## config.mk

```make
export PLATFORM = sky130hd
export DESIGN_NAME = mem_port_arbiter
export DESIGN_NICKNAME = d
export VERILOG_FILES = /design/src/rtl/mem_pkg.sv /design/src/rtl/rr_arb2.sv /design/src/rtl/mem_port_arbiter.sv
export SDC_FILE = /design/constraint.sdc
export NUM_CORES = 1
export LEC_CHECK = 0
export ABC_AREA = 1
export ABC_CLOCK_PERIOD_IN_PS = 2700
export CAP_MARGIN = 30
export CORE_MARGIN = 1.5
export CORE_UTILIZATION = 25
export CTS_CLUSTER_SIZE = 14
export DETAILED_ROUTE_END_ITERATION = 8
export DONT_BUFFER_PORTS = 1
export PLACE_DENSITY = 0.42
export SYNTH_ARGS = -nofsm -noshare
export SYNTH_HDL_FRONTEND = slang
export SYNTH_SLANG_ARGS = --single-unit
```

## constraint.sdc

```tcl
create_clock -name clk -period 2.7 [get_ports clk]
set_input_delay 0.54 -clock clk [delete_from_list [all_inputs] [get_ports clk]]
set_output_delay 0.54 -clock clk [all_outputs]
set_load 0.1 [all_outputs]
```

## src/rtl/mem_pkg.sv

```systemverilog
// Shared constants and types for the port-B memory arbiter.
// The debug struct exposes the FSM state and the round-robin pointer.
package mem_pkg;

  localparam int DATA_W    = 16;
  localparam int ADDR_W    = 16;
  localparam int MEM_DEPTH = 1024;

  typedef enum logic [1:0] {
    IDLE    = 2'd0,
    ACCESS  = 2'd1,
    CAPTURE = 2'd2
  } state_e;

  typedef logic req_id_t;

  typedef struct packed {
    state_e  state;
    req_id_t rr_last;
  } dbg_t;

endpackage

```

## src/rtl/rr_arb2.sv

```systemverilog
// Two-way round-robin arbiter: on a tie the requester that did not win last time wins.
module rr_arb2
  import mem_pkg::*;
(
  input  logic    req0,
  input  logic    req1,
  input  req_id_t last,
  output req_id_t winner,
  output logic    valid
);

  always_comb begin
    valid  = req0 | req1;
    winner = 1'b0;
    if (req0 && req1) begin
      winner = ~last;
    end else if (req1) begin
      winner = 1'b1;
    end
  end

endmodule

```

## src/rtl/mem_port_arbiter.sv

```systemverilog
// Shares RAM port B between two requesters with round-robin priority.
// Handshake: reqN/weN/addrN/wdataN held until gntN pulses; rvalidN pulses once per read, 2 cycles after gntN.
module mem_port_arbiter #(
  parameter int DATA_W = mem_pkg::DATA_W,
  parameter int ADDR_W = mem_pkg::ADDR_W,
  parameter int DEPTH  = mem_pkg::MEM_DEPTH
) (
  input  logic              clk,
  input  logic              reset,
  input  logic              req0,
  input  logic              req1,
  input  logic              we0,
  input  logic              we1,
  input  logic [ADDR_W-1:0] addr0,
  input  logic [ADDR_W-1:0] addr1,
  input  logic [DATA_W-1:0] wdata0,
  input  logic [DATA_W-1:0] wdata1,
  output logic              gnt0,
  output logic              gnt1,
  output logic              rvalid0,
  output logic              rvalid1,
  output logic [DATA_W-1:0] rdata0,
  output logic [DATA_W-1:0] rdata1,
  output logic              err0,
  output logic              err1,
  output logic              ram_en,
  output logic [ADDR_W-1:0] ram_addr,
  output logic [DATA_W-1:0] ram_wdata,
  input  logic [DATA_W-1:0] ram_rdata,
  output mem_pkg::dbg_t     dbg
);

  import mem_pkg::*;

  // One extra bit so a DEPTH equal to 2**ADDR_W still compares correctly.
  localparam logic [ADDR_W:0] DEPTH_L = DEPTH[ADDR_W:0];

  state_e  state, state_n;
  req_id_t rr_last, rr_last_n;
  req_id_t pend_id, pend_id_n;
  logic    pend_we, pend_we_n;
  logic    pend_err, pend_err_n;

  logic gnt0_n, gnt1_n, rvalid0_n, rvalid1_n, err0_n, err1_n, ram_en_n;
  logic [ADDR_W-1:0] ram_addr_n;
  logic [DATA_W-1:0] ram_wdata_n, rdata0_n, rdata1_n;

  req_id_t           winner;
  logic              any_req;
  logic              sel_we;
  logic [ADDR_W-1:0] sel_addr;
  logic [DATA_W-1:0] sel_wdata;
  logic              in_range;
  logic [DATA_W-1:0] cap_data;

  rr_arb2 u_arb (
    .req0   (req0),
    .req1   (req1),
    .last   (rr_last),
    .winner (winner),
    .valid  (any_req)
  );

  assign sel_we    = winner ? we1 : we0;
  assign sel_addr  = winner ? addr1 : addr0;
  assign sel_wdata = winner ? wdata1 : wdata0;
  assign in_range  = ({1'b0, sel_addr} < DEPTH_L);
  assign cap_data  = pend_err ? '0 : ram_rdata;

  always_comb begin
    state_n     = state;
    rr_last_n   = rr_last;
    pend_id_n   = pend_id;
    pend_we_n   = pend_we;
    pend_err_n  = pend_err;
    gnt0_n      = 1'b0;
    gnt1_n      = 1'b0;
    rvalid0_n   = 1'b0;
    rvalid1_n   = 1'b0;
    err0_n      = 1'b0;
    err1_n      = 1'b0;
    ram_en_n    = 1'b0;
    ram_addr_n  = ram_addr;
    ram_wdata_n = ram_wdata;
    rdata0_n    = rdata0;
    rdata1_n    = rdata1;
    unique case (state)
      IDLE: begin
        if (any_req) begin
          ram_addr_n  = sel_addr;
          ram_wdata_n = sel_wdata;
          ram_en_n    = sel_we & in_range;
          gnt0_n      = ~winner;
          gnt1_n      = winner;
          err0_n      = ~winner & ~in_range;
          err1_n      = winner & ~in_range;
          rr_last_n   = winner;
          pend_id_n   = winner;
          pend_we_n   = sel_we;
          pend_err_n  = ~in_range;
          state_n     = ACCESS;
        end
      end
      ACCESS: begin
        state_n = pend_we ? IDLE : CAPTURE;
      end
      CAPTURE: begin
        if (pend_id) begin
          rdata1_n  = cap_data;
          rvalid1_n = 1'b1;
        end else begin
          rdata0_n  = cap_data;
          rvalid0_n = 1'b1;
        end
        state_n = IDLE;
      end
      default: state_n = IDLE;
    endcase
  end

  always_ff @(posedge clk) begin
    if (reset) begin
      state     <= IDLE;
      rr_last   <= 1'b1;
      pend_id   <= 1'b0;
      pend_we   <= 1'b0;
      pend_err  <= 1'b0;
      gnt0      <= 1'b0;
      gnt1      <= 1'b0;
      rvalid0   <= 1'b0;
      rvalid1   <= 1'b0;
      err0      <= 1'b0;
      err1      <= 1'b0;
      ram_en    <= 1'b0;
      ram_addr  <= '0;
      ram_wdata <= '0;
      rdata0    <= '0;
      rdata1    <= '0;
    end else begin
      state     <= state_n;
      rr_last   <= rr_last_n;
      pend_id   <= pend_id_n;
      pend_we   <= pend_we_n;
      pend_err  <= pend_err_n;
      gnt0      <= gnt0_n;
      gnt1      <= gnt1_n;
      rvalid0   <= rvalid0_n;
      rvalid1   <= rvalid1_n;
      err0      <= err0_n;
      err1      <= err1_n;
      ram_en    <= ram_en_n;
      ram_addr  <= ram_addr_n;
      ram_wdata <= ram_wdata_n;
      rdata0    <= rdata0_n;
      rdata1    <= rdata1_n;
    end
  end

  assign dbg.state   = state;
  assign dbg.rr_last = rr_last;

endmodule

```

# --- After elaboration in Yosys (flattened, before gate mapping) ---
# Index checks and enable logic that the tools add are counted.
totals:
  register_bits: 77
  input_bits: 86
classes:
  magnitude_cmp: 1
  n_eq_ne: 3
  muxes: 11
  bitwise: 11
  reduce_logical: 7
ops:
  columns: ["cell", "n"]
  rows:
  - ["16-bit 2-to-1 mux", 3]
  - ["16-bit by 11-bit less-than comparator with 1-bit output, second input constant", 1]
  - ["1-bit NOT", 7]
  - ["2-bit AND reduction", 3]
  - ["1-bit 2-to-1 mux", 5]
  - ["2-bit 2-to-1 mux", 2]
  - ["2-bit one-hot mux with 2 select lines", 1]
  - ["1-bit bitwise AND", 3]
  - ["3-bit OR reduction", 1]
  - ["2-bit by 1-bit == test with 1-bit output, second input constant", 1]
  - ["2-bit == test, second input constant", 1]
  - ["2-bit logical NOT", 1]
  - ["2-bit != test, second input constant", 1]
  - ["2-bit OR reduction", 1]
  - ["1-bit logical AND", 1]
  - ["1-bit OR", 1]

# --- Logic depth before layout (Yosys ltp) ---
depth:
  depth_word: 6
  depth_mapped: 9
  mapped_depth_nobuf: 8

# --- By module ---
# Synthesis repeated with hierarchy kept, for this count alone.
unflattened:
  cells_unflattened: 380
  area_unflattened_um2: 3185.6
modules_own_cells:
  columns: ["mod", "instances", "cells_per_inst", "area_each_um2", "seq_area_each_um2"]
  rows:
  - ["mem_port_arbiter", 1, 377, 3170.5, 1541.5]
  - ["rr_arb2", 1, 3, 15.0, 0.0]

# --- Worst setup path after synthesis ---
# No wires, ideal clock.
synth_timing:
  kind: "reg-to-reg"
  start: "register state[0]"
  end: "register rdata1[11]"
  t_arrival_ns: 1.941
  slack_ns: 0.637
  path_stages_with_launch: 7
  period_less_slack_ns: 2.063
  path_cell_list: "dfxtp_1 > inv_1 > nand3_1 > clkinv_1 > buf_2 > o21ai_0 > a21oi_1"
synth_via:
  elab_chain_cells: 2
synth_lines:
  columns: ["item", "line_no", "text"]
  rows:
  - ["start: declaration", "mem_port_arbiter.sv:38", "state_e state, state_n;"]
  - ["start signal: assignment", "mem_port_arbiter.sv:140", "state <= state_n;"]
  - ["2-bit == test", "mem_port_arbiter.sv:87", "unique case (state)"]
  - ["2-bit AND reduction (no source line)", null, null]
  - ["end signal: assignment", "mem_port_arbiter.sv:155", "rdata1 <= rdata1_n;"]
  - ["end: declaration", "mem_port_arbiter.sv:23", "output logic [DATA_W-1:0] rdata1,"]
# Every way passes these cells.
# A chain may end at the register's enable or synchronous reset.

# --- Worst setup path in the final report ---
layout_timing:
  start: "register state[0]"
  end: "register rdata1[3]"
# The elaborated chain is that of the path after synthesis.

==> metrics.md <==
| Metric | Value |
|---|---|
| Io pins | `160` |
| Max Root-Sink Buffers | `2` |
| Crit path DAT | `2.11 ns` |
| CTS tree | `done` |
| Synth Net Count | `451` |
| Core footprint | `11520 µm²` |
| Largest net degree at the start of global routing | `35` |
| Final worst-path cycle share | `70.44%` |
| Vias per inst | `4.563` |
| Die Width | `112.3 µm` |
| Post-synthesis sequential area ratio | `51.63%` |
| Clk sinks | `77` |
| Layout cells sized above 1 | `22.14%` |
| Synth warn | `0` |
| Gp weighted congestion | `0.7339` |
| Critical-path cell with the highest stage delay | `clkinv_1` |
| Commonest non-fill, non-tap cells in the layout | `nand2_1 (131), dfxtp_1 (77), buf_4 (48)` |
| Clock transition at the registers of the reported paths | `0.06 ns` |
| Worst R2R End | `rdata1[3]$_SDFFE_PP0P_` |
| DR pass1 iterations | `7` |
| Flops & latches, synth | `77` |
| Switching share of total power | `36.71%` |
| Slew Viols, Final | `0` |
| Worst VDD drop | `0.3363 mV` |
| Post-Synthesis Cells | `365` |
| Crit path time final | `1.902 ns` |
| Setup violations, final | `0` |
| Post_cts resized | `0` |
| Most common cell after layout, fill and taps aside | `nand2_1` |
| Synthesized cell area | `2985 µm²` |
| Worst setup EP type | `flip-flop` |
| H-tree levels | `3` |
| Drt total wl | `8111 µm` |
| Pwr dens | `910.6 nW/µm²` |
| ANT nets after route | `0` |
| Detail Placement HPWL | `5746 µm` |
| FMAX | `0.5258 GHz` |
| Residual DRC | `10` |
| Seq. cell area | `1541 µm²` |
| Critical Path Start | `state[0]$_SDFFE_PP0P_` |
| Multi-input gate area | `1269 µm²` |
| Tightest Hold Check Type | `in -> reg` |
| GRT Util Overall | `13.31%` |
| Clock skew | `0.004796 ns` |
| Combinational power share | `20.1%` |
| Critical Path, Cell by Cell | `inv_1, nand3_1, clkinv_1, o21ai_0, a21oi_1` |
| Port bufs | `0` |
| Status | `finished, violations left` |
| Clock buffer count from CTS | `9` |
| Initial DRC Count | `158` |
| Vias in the first global route | `2384` |
| Root Driver | `clkbuf_16` |
| Starting Density | `25.92%` |
| FF-to-FF path depth | `5` |
| Max cap viols | `0` |
| Worst stage delay on the critical path | `0.59 ns` |
| Leakage | `1.730 nW` |
| RSZ-0062 raised after global routing | `no` |
| Count of hold-fix buffers inserted at cts | `0` |
| Die area | `12610 µm²` |
| CP Launch Type | `flip-flop` |
| Post-CTS setup buffers | `0` |
| Die Ht | `112.3 µm` |
| Critical Path End | `rdata1[3]$_SDFFE_PP0P_` |
| Netlist cell types | `28` |
| Clk network pwr share | `37.4%` |
| Skew-Pair Late Insertion Delay | `0.33 ns` |
| Site Rows | `39` |
| R2R setup slack | `0.80 ns` |
| Layout net count | `492` |
| Final Hold Fails | `0` |
| Vias | `2528` |
| Critical path peak fanout | `27` |
| Worst r2r src | `state[0]$_SDFFE_PP0P_` |
| Filler instances | `1234` |
| Max transition margin | `33.83%` |
| First-pass GRT wire length | `12900 µm` |
| Syn Area/Cell | `8.179 µm²` |
| Initial antenna violation count | `0` |
| N_diodes | `0` |
| Net Switching | `0.001243 W` |
| Seq pwr share | `42.5%` |
| Design area | `3717 µm²` |
| Critical path class | `reg -> reg` |
| Area delta synth->final | `24.52%` |
| Total grt overflow | `0` |
| Failing checks | `design-rule violations` |
| Placed Instance Area | `3405 µm²` |
| Required time worst endpoint | `2.90 ns` |
| Util after Layout | `32.28%` |
| Setup TNS | `0 ns` |
| Worst Tran Pin Value | `0.9913 ns` |
| Internal power | `0.002142 W` |
| Avg WL per Cell | `14.64 µm` |
area by class of cell:
cell class	count	area share, %
clock buffers	13	7.270
clock inverters	3	1.144
inverters	14	1.481
multi-input cells	256	34.13
flip-flops and latches	77	41.47
well taps	143	4.813
repair buffers	48	9.694
registers in the layout, summed over array words and instances, names as in the netlist, 2 cells and up:
| register | cells |
|---|---|
| ram_wdata | 16 |
| rdata1 | 16 |
| rdata0 | 16 |
| state | 2 |
| ram_addr | 16 |
worst min-delay path by stage:
stage / startpoint / to / slack, ns / cells past startpoint
floorplan: pend_we$_SDFFE_PP0P_ / state[1]$_SDFFE_PP0P_ / 0.40 / 1
global placement: pend_we$_SDFFE_PP0P_ / state[1]$_SDFFE_PP0P_ / 0.44 / 1
detailed placement: pend_we$_SDFFE_PP0P_ / state[1]$_SDFFE_PP0P_ / 0.43 / 1
CTS: reset / rdata1[10]$_SDFFE_PP0P_ / 0.25 / 1
global route: reset / rdata1[8]$_SDFFE_PP0P_ / 0.25 / 1
finish: reset / rdata0[7]$_SDFFE_PP0P_ / 0.26 / 1
layer usage:
metal	track usage, %	share of wire (%)	up-vias	wire length [µm]
met5	0	0	-	0
met4	6.582	2.0	0	163
met2	19.67	43	122	3488
li1	-	-	1266	-
met1	16.74	45	1127	3616
met3	5.508	10	13	843
Yosys cell counts (all sizes together):
| cell type | n | share of area, % |
|---|---|---|
| a21oi | 32 | 5.4 |
| dfxtp | 77 | 52 |
| nand2 | 141 | 20 |
| o21ai | 23 | 4.2 |
| clkinv | 1 | 0.13 |
| clkbuf | 4 | 0.50 |
| nor2 | 17 | 3.7 |
| o211ai | 1 | 0.25 |
| nand3 | 35 | 7.2 |
| or2 | 1 | 0.21 |
| and2 | 2 | 0.42 |
| o22ai | 1 | 0.21 |
| a22o | 2 | 0.59 |
| nor4 | 1 | 0.21 |
| inv | 13 | 1.7 |
| buf | 14 | 3.5 |
through the flow:
step	worst slack [ns]	power, W	instances	hold slack [ns]
final	0.7980	0.003385	554	0.2639
after global routing	0.5112	0.003535	554	0.2480
after CTS	0.7799	0.003444	554	0.2464
after detailed placement	0.8062	0.002150	538	0.4314
after global placement	0.8900	0.002147	538	0.4409
after floorplan	0.6365	0.002022	365	0.3956
cell families after synthesis:
kind of cell / after synthesis / synth area share (%)
simple gates: 197 / 31.85
compound gates: 59 / 10.65
flops: 77 / 51.63
buf+inv: 32 / 5.867
power groups by stage:
stage / sequential, W / clock [W] / combinational (W)
floorplan: 0.00181 / 0 / 0.000208
global placement: 0.00146 / 0 / 0.000683
detailed placement: 0.00146 / 0 / 0.000686
CTS: 0.00144 / 0.00132 / 0.000686
global route: 0.00145 / 0.00137 / 0.000720
finish: 0.00144 / 0.00127 / 0.000679
critical path, delay by kind of cell, from the launching register on:
| family | cells | cell delay (ns) |
|---|---|---|
| AO/OA/AOI/OAI | 2 | 0.45 |
| buffers and inverters | 2 | 0.68 |
| flip-flops | 1 | 0.40 |
| AND/OR/NAND/NOR | 1 | 0.23 |
No activity file was read; power rests on OpenSTA's default activity.
